### src/rtl/receipt_display_updater_pkg.sv
// Shared constants, types and slot-offset helpers for the receipt display updater.
// No logic of its own; no latency or backpressure.
package receipt_display_updater_pkg;

    localparam int SLOTS    = 12;
    localparam int ID_W     = 4;
    localparam int DIGITS   = 5;
    localparam int V_ACTIVE = 600;

    localparam int PRICE_W  = 4 * DIGITS;
    localparam int CNT_W    = $clog2(SLOTS + 1);
    localparam int IDX_W    = $clog2(DIGITS);
    localparam int VCNT_W   = 10;

    localparam logic [CNT_W-1:0]   SLOTS_CNT  = CNT_W'(SLOTS);
    localparam logic [IDX_W-1:0]   DIGIT_LAST = IDX_W'(DIGITS - 1);
    localparam logic [VCNT_W-1:0]  V_BLANK    = VCNT_W'(V_ACTIVE);
    localparam logic [PRICE_W-1:0] PRICE_MAX  = {DIGITS{4'h9}};

    typedef enum logic [1:0] {
        OP_NOP    = 2'b00,
        OP_ADD    = 2'b01,
        OP_REMOVE = 2'b10,
        OP_CLEAR  = 2'b11
    } cmd_op_t;

    typedef enum logic {
        ST_IDLE = 1'b0,
        ST_CALC = 1'b1
    } state_t;

    typedef struct packed {
        logic [ID_W-1:0]    id;
        logic [PRICE_W-1:0] price;
    } slot_t;

    // Slot 0 sits in the most significant field of each display bus.
    function automatic int id_lsb(input int slot);
        return (SLOTS - 1 - slot) * ID_W;
    endfunction

    function automatic int price_lsb(input int slot);
        return (SLOTS - 1 - slot) * PRICE_W;
    endfunction

endpackage

### src/rtl/receipt_display_updater_bcd_digit_addsub.sv
// Single BCD digit adder/subtractor with carry/borrow chaining.
// Purely combinational, zero latency; no backpressure.
module bcd_digit_addsub (
    input  logic       sub,
    input  logic [3:0] a,
    input  logic [3:0] b,
    input  logic       cin,
    output logic [3:0] d,
    output logic       cout
);

    logic [4:0] sum_raw;
    logic [4:0] sum_adj;
    logic [4:0] dif_raw;
    logic [3:0] dif_adj;

    always_comb begin
        sum_raw = {1'b0, a} + {1'b0, b} + {4'b0, cin};
        sum_adj = sum_raw - 5'd10;
        // Two's-complement difference lies in -10..9, so bit 4 is the sign.
        dif_raw = {1'b0, a} - {1'b0, b} - {4'b0, cin};
        dif_adj = dif_raw[3:0] + 4'd10;
        d       = 4'd0;
        cout    = 1'b0;
        if (sub) begin
            cout = dif_raw[4];
            d    = dif_raw[4] ? dif_adj : dif_raw[3:0];
        end else begin
            cout = (sum_raw > 5'd9);
            d    = cout ? sum_adj[3:0] : sum_raw[3:0];
        end
    end

endmodule

### src/rtl/receipt_display_updater.sv
// Command-driven receipt shadow with digit-serial BCD total, copied to display in vblank.
// ADD/REMOVE take 1 accept + DIGITS calc cycles; cmd_ready drops while the total is updating.
module receipt_display_updater
    import receipt_display_updater_pkg::*;
(
    input  logic                      CLK,
    input  logic                      RST,
    input  logic [VCNT_W-1:0]         V_counter,
    input  logic                      cmd_valid,
    output logic                      cmd_ready,
    input  logic [1:0]                cmd_op,
    input  logic [ID_W-1:0]           cmd_id,
    input  logic [PRICE_W-1:0]        cmd_price,
    output logic [SLOTS*ID_W-1:0]     product_IDS,
    output logic [SLOTS*PRICE_W-1:0]  numbers,
    output logic [PRICE_W-1:0]        total_price,
    output logic [CNT_W-1:0]          item_count,
    output logic                      price_ovf,
    output logic                      cmd_err
);

    state_t               state, state_nxt;
    slot_t                shadow [SLOTS];
    logic [PRICE_W-1:0]   shadow_total;
    logic [PRICE_W-1:0]   operand;
    logic                 op_sub;
    logic                 carry;
    logic [IDX_W-1:0]     digit_idx;
    logic                 dirty;

    cmd_op_t              op;
    logic                 accept;
    logic                 is_full;
    logic                 is_empty;
    logic                 start_calc;
    logic                 commit;
    logic                 last_digit;
    logic [CNT_W-1:0]     last_idx;

    logic [3:0]           dig_a, dig_b, dig_d;
    logic                 dig_cout;

    logic [SLOTS*ID_W-1:0]    shadow_ids;
    logic [SLOTS*PRICE_W-1:0] shadow_prices;

    assign op         = cmd_op_t'(cmd_op);
    assign is_full    = (item_count >= SLOTS_CNT);
    assign is_empty   = (item_count == '0);
    assign last_idx   = item_count - CNT_W'(1);
    assign accept     = cmd_valid && cmd_ready;
    assign start_calc = ((op == OP_ADD) && !is_full) || ((op == OP_REMOVE) && !is_empty);
    assign last_digit = (digit_idx == DIGIT_LAST);
    assign commit     = (state == ST_IDLE) && dirty && (V_counter >= V_BLANK);

    assign dig_a = shadow_total[{digit_idx, 2'b00} +: 4];
    assign dig_b = operand[{digit_idx, 2'b00} +: 4];

    bcd_digit_addsub u_digit (
        .sub  (op_sub),
        .a    (dig_a),
        .b    (dig_b),
        .cin  (carry),
        .d    (dig_d),
        .cout (dig_cout)
    );

    always_comb begin
        shadow_ids    = '0;
        shadow_prices = '0;
        for (int i = 0; i < SLOTS; i++) begin
            shadow_ids[id_lsb(i) +: ID_W]          = shadow[i].id;
            shadow_prices[price_lsb(i) +: PRICE_W] = shadow[i].price;
        end
    end

    always_ff @(posedge CLK) begin
        if (RST) state <= ST_IDLE;
        else     state <= state_nxt;
    end

    always_comb begin
        state_nxt = state;
        cmd_ready = 1'b0;
        case (state)
            ST_IDLE: begin
                cmd_ready = 1'b1;
                if (cmd_valid && start_calc) state_nxt = ST_CALC;
            end
            ST_CALC: begin
                if (last_digit) state_nxt = ST_IDLE;
            end
            default: state_nxt = ST_IDLE;
        endcase
    end

    always_ff @(posedge CLK) begin
        if (RST) begin
            for (int i = 0; i < SLOTS; i++) shadow[i] <= '0;
            shadow_total <= '0;
            operand      <= '0;
            op_sub       <= 1'b0;
            carry        <= 1'b0;
            digit_idx    <= '0;
            dirty        <= 1'b0;
            item_count   <= '0;
            price_ovf    <= 1'b0;
            cmd_err      <= 1'b0;
            product_IDS  <= '0;
            numbers      <= '0;
            total_price  <= '0;
        end else begin
            cmd_err <= 1'b0;

            // Commit sees pre-command shadow; a same-cycle command re-arms dirty below.
            if (commit) begin
                product_IDS <= shadow_ids;
                numbers     <= shadow_prices;
                total_price <= shadow_total;
                dirty       <= 1'b0;
            end

            if (state == ST_CALC) begin
                shadow_total[{digit_idx, 2'b00} +: 4] <= dig_d;
                carry     <= dig_cout;
                digit_idx <= digit_idx + IDX_W'(1);
                if (last_digit) begin
                    digit_idx <= '0;
                    if (dig_cout) begin
                        shadow_total <= op_sub ? '0 : PRICE_MAX;
                        if (!op_sub) price_ovf <= 1'b1;
                    end
                end
            end else if (accept) begin
                case (op)
                    OP_ADD: begin
                        if (is_full) begin
                            cmd_err <= 1'b1;
                        end else begin
                            shadow[item_count] <= '{id: cmd_id, price: cmd_price};
                            item_count <= item_count + CNT_W'(1);
                            operand    <= cmd_price;
                            op_sub     <= 1'b0;
                            carry      <= 1'b0;
                            digit_idx  <= '0;
                            dirty      <= 1'b1;
                        end
                    end
                    OP_REMOVE: begin
                        if (is_empty) begin
                            cmd_err <= 1'b1;
                        end else begin
                            operand          <= shadow[last_idx].price;
                            shadow[last_idx] <= '0;
                            item_count       <= last_idx;
                            op_sub           <= 1'b1;
                            carry            <= 1'b0;
                            digit_idx        <= '0;
                            dirty            <= 1'b1;
                        end
                    end
                    OP_CLEAR: begin
                        for (int i = 0; i < SLOTS; i++) shadow[i] <= '0;
                        shadow_total <= '0;
                        item_count   <= '0;
                        price_ovf    <= 1'b0;
                        dirty        <= 1'b1;
                    end
                    default: ;
                endcase
            end
        end
    end

endmodule

### config.mk
export PLATFORM = sky130hd
export DESIGN_NAME = receipt_display_updater
export DESIGN_NICKNAME = d
export VERILOG_FILES = /design/src/rtl/receipt_display_updater_pkg.sv /design/src/rtl/receipt_display_updater_bcd_digit_addsub.sv /design/src/rtl/receipt_display_updater.sv
export SDC_FILE = /design/constraint.sdc
export NUM_CORES = 1
export LEC_CHECK = 0
export ABC_AREA = 1
export CAP_MARGIN = 5
export CORE_ASPECT_RATIO = 0.9
export CORE_MARGIN = 3
export CORE_UTILIZATION = 62
export CTS_BUF_LIST = sky130_fd_sc_hd__clkbuf_4 sky130_fd_sc_hd__clkbuf_8
export DETAILED_ROUTE_END_ITERATION = 8
export PLACE_DENSITY = 0.87
export SYNTH_ARGS = -nofsm -noshare
export SYNTH_HDL_FRONTEND = slang
export SYNTH_SLANG_ARGS = --single-unit
### constraint.sdc
create_clock -name CLK -period 11.9 [get_ports CLK]
set_input_delay 2.38 -clock CLK [delete_from_list [all_inputs] [get_ports CLK]]
set_output_delay 2.38 -clock CLK [all_outputs]
set_load 0.05 [all_outputs]
==> metrics.cfg <==
[run_status]
status = finished, final reports clean

[final_layout]
seqCellArea_sq_um = 18280
fillers = 3063
postLayoutCoreUtil_pct = 75.60
layout-drive-gt1-share_pct = 6.625
area_delta_synth_final_pct = 19.86
multi_input_area_sq_um = 9906
nets = 3521
diodes = 0

[global_routing]
grt_use_met2_pct = 54.20
grt-ovfl-total = 0
grt_max_degree = 172
first_global_vias = 23680
gr-max-usage-layer = met2
grt_pass1_wl_mm = 140.0
grtUsageMet1_pct = 50.73
grt_use_total_pct = 36.45
use_met3_pct = 9.828
antenna_found_initial = 2

[cts]
clock_path_buffers = 3
postCtsSetupBuffers = 0
postCtsHoldBufs = 0
cts_made_buffers = 108
clk_pin_slew_ps = 60
htree_num_levels = 3
clk_latency_ps = 720
cts_tree = done
root_buffer = clkbuf_8
cts.sinks = 729
post_cts_resized = 0

[routing]
avgRoutedWirePerCell_microns = 22.78
first_pass_iters = 6
drc = 0
num_vias = 25480
avgViaCountPerCell = 6.121
wirelength_mm = 94.82
initialDrtViolationCount = 4320
ant_nets = 0

[sta]
finalWorstSetupSlack_ps = 4683
finalClockSkew_ps = 31.11
slew_headroom_pct = 14.03
setup_tns_ps = 0
setup_viol = 0
hold_viol_final = 0
hold_slack_ps = 453.5
rsz0062_at_grt = false
tightest_slew_ps = 1286
fmax_ghz = 0.1386
maxSlewViolCount = 0
layout_worst_path_cycle_share_pct = 60.65
min_period_ps = 7217

[power]
p_per_area_nw_per_um2 = 170.5
cellLeakagePower_uw = 0.01320
vdd_ir_drop_max_mv = 0.1504

[worst_setup_path]
worst_setup_path_end_kind = flip-flop
r2r_end = shadow_total[17]
crit_arrival_ps = 7540
crit_required_ps = 12220
reg2reg_slack_ps = 6150
worstSetupPathType = in -> reg
path_max_fanout = 35
reg2reg_from = digit_idx[0]
r2r.worst_path.cells = 20
worst_setup_path_start_kind = input pin

[synthesis]
synth_area_per_cell_sq_um = 9.211
syn-cell-area_sq_um = 29590
yosysSeqAreaShare_pct = 61.76
ys_ff_latch = 729
netlist_instances = 3213
syn_nets = 3278
ys_warn_count = 0
ys_types = 44

[floorplanning]
dieHeight_microns = 213.3
initial_utilization_pct = 63.07
ioPinCount = 354
num_rows = 75
die_area_sq_um = 50390
core_region_area_sq_um = 46920
die_w_microns = 236.3

[job]
cap_violations = 0

[min_path]
min_to = price_ovf
hold_depth = 2
hp-class = reg -> reg
min_from = price_ovf

[placed_design]
post-place-ws_ps = 3958
gp_congestion = 0.9615
post-dp-hpwl_mm = 62.63
port_buffers = 350

[area by class of cell]
cell class	count	share of cell area, %
clock buffer	168	5.795
clock inverter	33	0.8289
tap	616	2.173
inverter	127	1.386
multi-input combinational	2118	27.93
timing repair buffer	372	10.35
sequential	729	51.54
[where the power goes]
part	switching [uW]	internal, uW	total (uW)
logic	751	281	1030
registers	85.8	2750	2840
clock network	968	1210	2180
total	1800	4240	6050
[routing by layer]
layer / wire length, microns / up-vias / part of all wire [%]
li1: - / 11290 / -
met1: 35150 / 11900 / 37
met2: 41510 / 2025 / 44
met3: 13800 / 260 / 15
met4: 4348 / 2 / 4.6
met5: 11 / - / 0.012
[Yosys cell counts, drive strengths merged]
library cell | n | share of area, %
a211oi | 2 | 0.051
a21boi | 1 | 0.025
a21oi | 95 | 1.6
a221o | 2 | 0.068
a221oi | 2 | 0.059
a22oi | 1 | 0.025
a31oi | 5 | 0.11
a32o | 2 | 0.068
buf | 37 | 0.68
clkbuf | 202 | 2.6
clkinv | 4 | 0.051
dfxtp | 361 | 24
edfxtp | 368 | 37
fa | 4 | 0.27
ha | 22 | 0.93
inv | 123 | 1.6
mux2i | 30 | 1.0
nand2 | 170 | 2.2
nand3 | 54 | 0.93
nand4 | 12 | 0.30
nor2 | 1114 | 14
nor3 | 3 | 0.051
nor4 | 2 | 0.042
o2111ai | 1 | 0.030
o211ai | 70 | 1.8
o21ai | 463 | 7.9
o221ai | 23 | 0.68
o22ai | 9 | 0.19
o31ai | 1 | 0.025
o32ai | 22 | 0.65
or2 | 2 | 0.042
xnor2 | 1 | 0.030
xor2 | 5 | 0.17
[state kept, by name, indices dropped and copies added, names as in the netlist, 3 cells and up]
register      flops
numbers         240
digit_idx         3
operand          20
shadow_total     20
total_price      20
item_count        4
product_IDS      48
shadow          368
[logic make-up (layout without fill, tap and decap cells)]
group / Yosys count / count (layout) / synth area share [%]
compound gates: 699 / 699 / 13.23
xor+xnor: 6 / 6 / 0.2030
fa+ha+maj: 26 / 26 / 1.201
buf+inv: 366 / 700 / 4.854
flops: 729 / 729 / 61.76
mux: 30 / 30 / 1.015
simple gates: 1357 / 1357 / 17.74
[worst max path at each step]
stage	slack, ps	cells after the start	end	startpoint
6_report	4680	14	shadow[2][8]	cmd_op[0]
5_1_grt	4480	14	shadow[2][15]	cmd_op[0]
4_1_cts	4670	14	shadow[3][0]	cmd_op[0]
3_5_place_dp	3960	14	shadow[3][12]	cmd_op[0]
3_3_place_gp	4030	14	shadow[3][12]	cmd_op[0]
2_1_floorplan	5860	10	shadow[13][0]	cmd_op[0]
[worst max-delay path, stage by stage]
cell,delay [ps]
clkdlybuf4s50_1,470
inv_1,110
ha_1,160
buf_4,350
inv_1,360
nor2_1,220
inv_2,80
nor2_8,350
inv_2,210
nand2_1,100
o21ai_1,120
nor2_1,230
nand4_1,990
nand2_1,1350
[through the flow]
stage / cells / instance area (sq um) / power (uW)
finish: 4163 / 35470 / 6048
global route: 4163 / 35470 / 6220
CTS: 4162 / 35460 / 6005
detailed placement: 3961 / 33110 / 3879
global placement: 3961 / 33110 / 3851
floorplan: 3213 / 29590 / 3508
[layout by cell type, fill, tap and decap left out, types with 3 or more instances in the layout]
cell and count:
a21oi_1 95, nor3_1 3, edfxtp_1 368, o32ai_1 22, o221ai_1 23, clkinv_1 13
nand3_1 53, clkbuf_8 127, dfxtp_1 360, inv_1 114, ha_1 21, mux2i_1 30
xor2_1 4, nand2_1 168, o22ai_1 9, bufinv_16 5, fa_1 4, clkinv_2 12
o211ai_1 70, nor2_1 1112, inv_2 8, buf_4 21, clkdlybuf4s50_1 350, clkbuf_4 41
nand4_1 10, o21ai_0 460, inv_6 3, a31oi_1 5
Power figures use the tool's default switching activity.
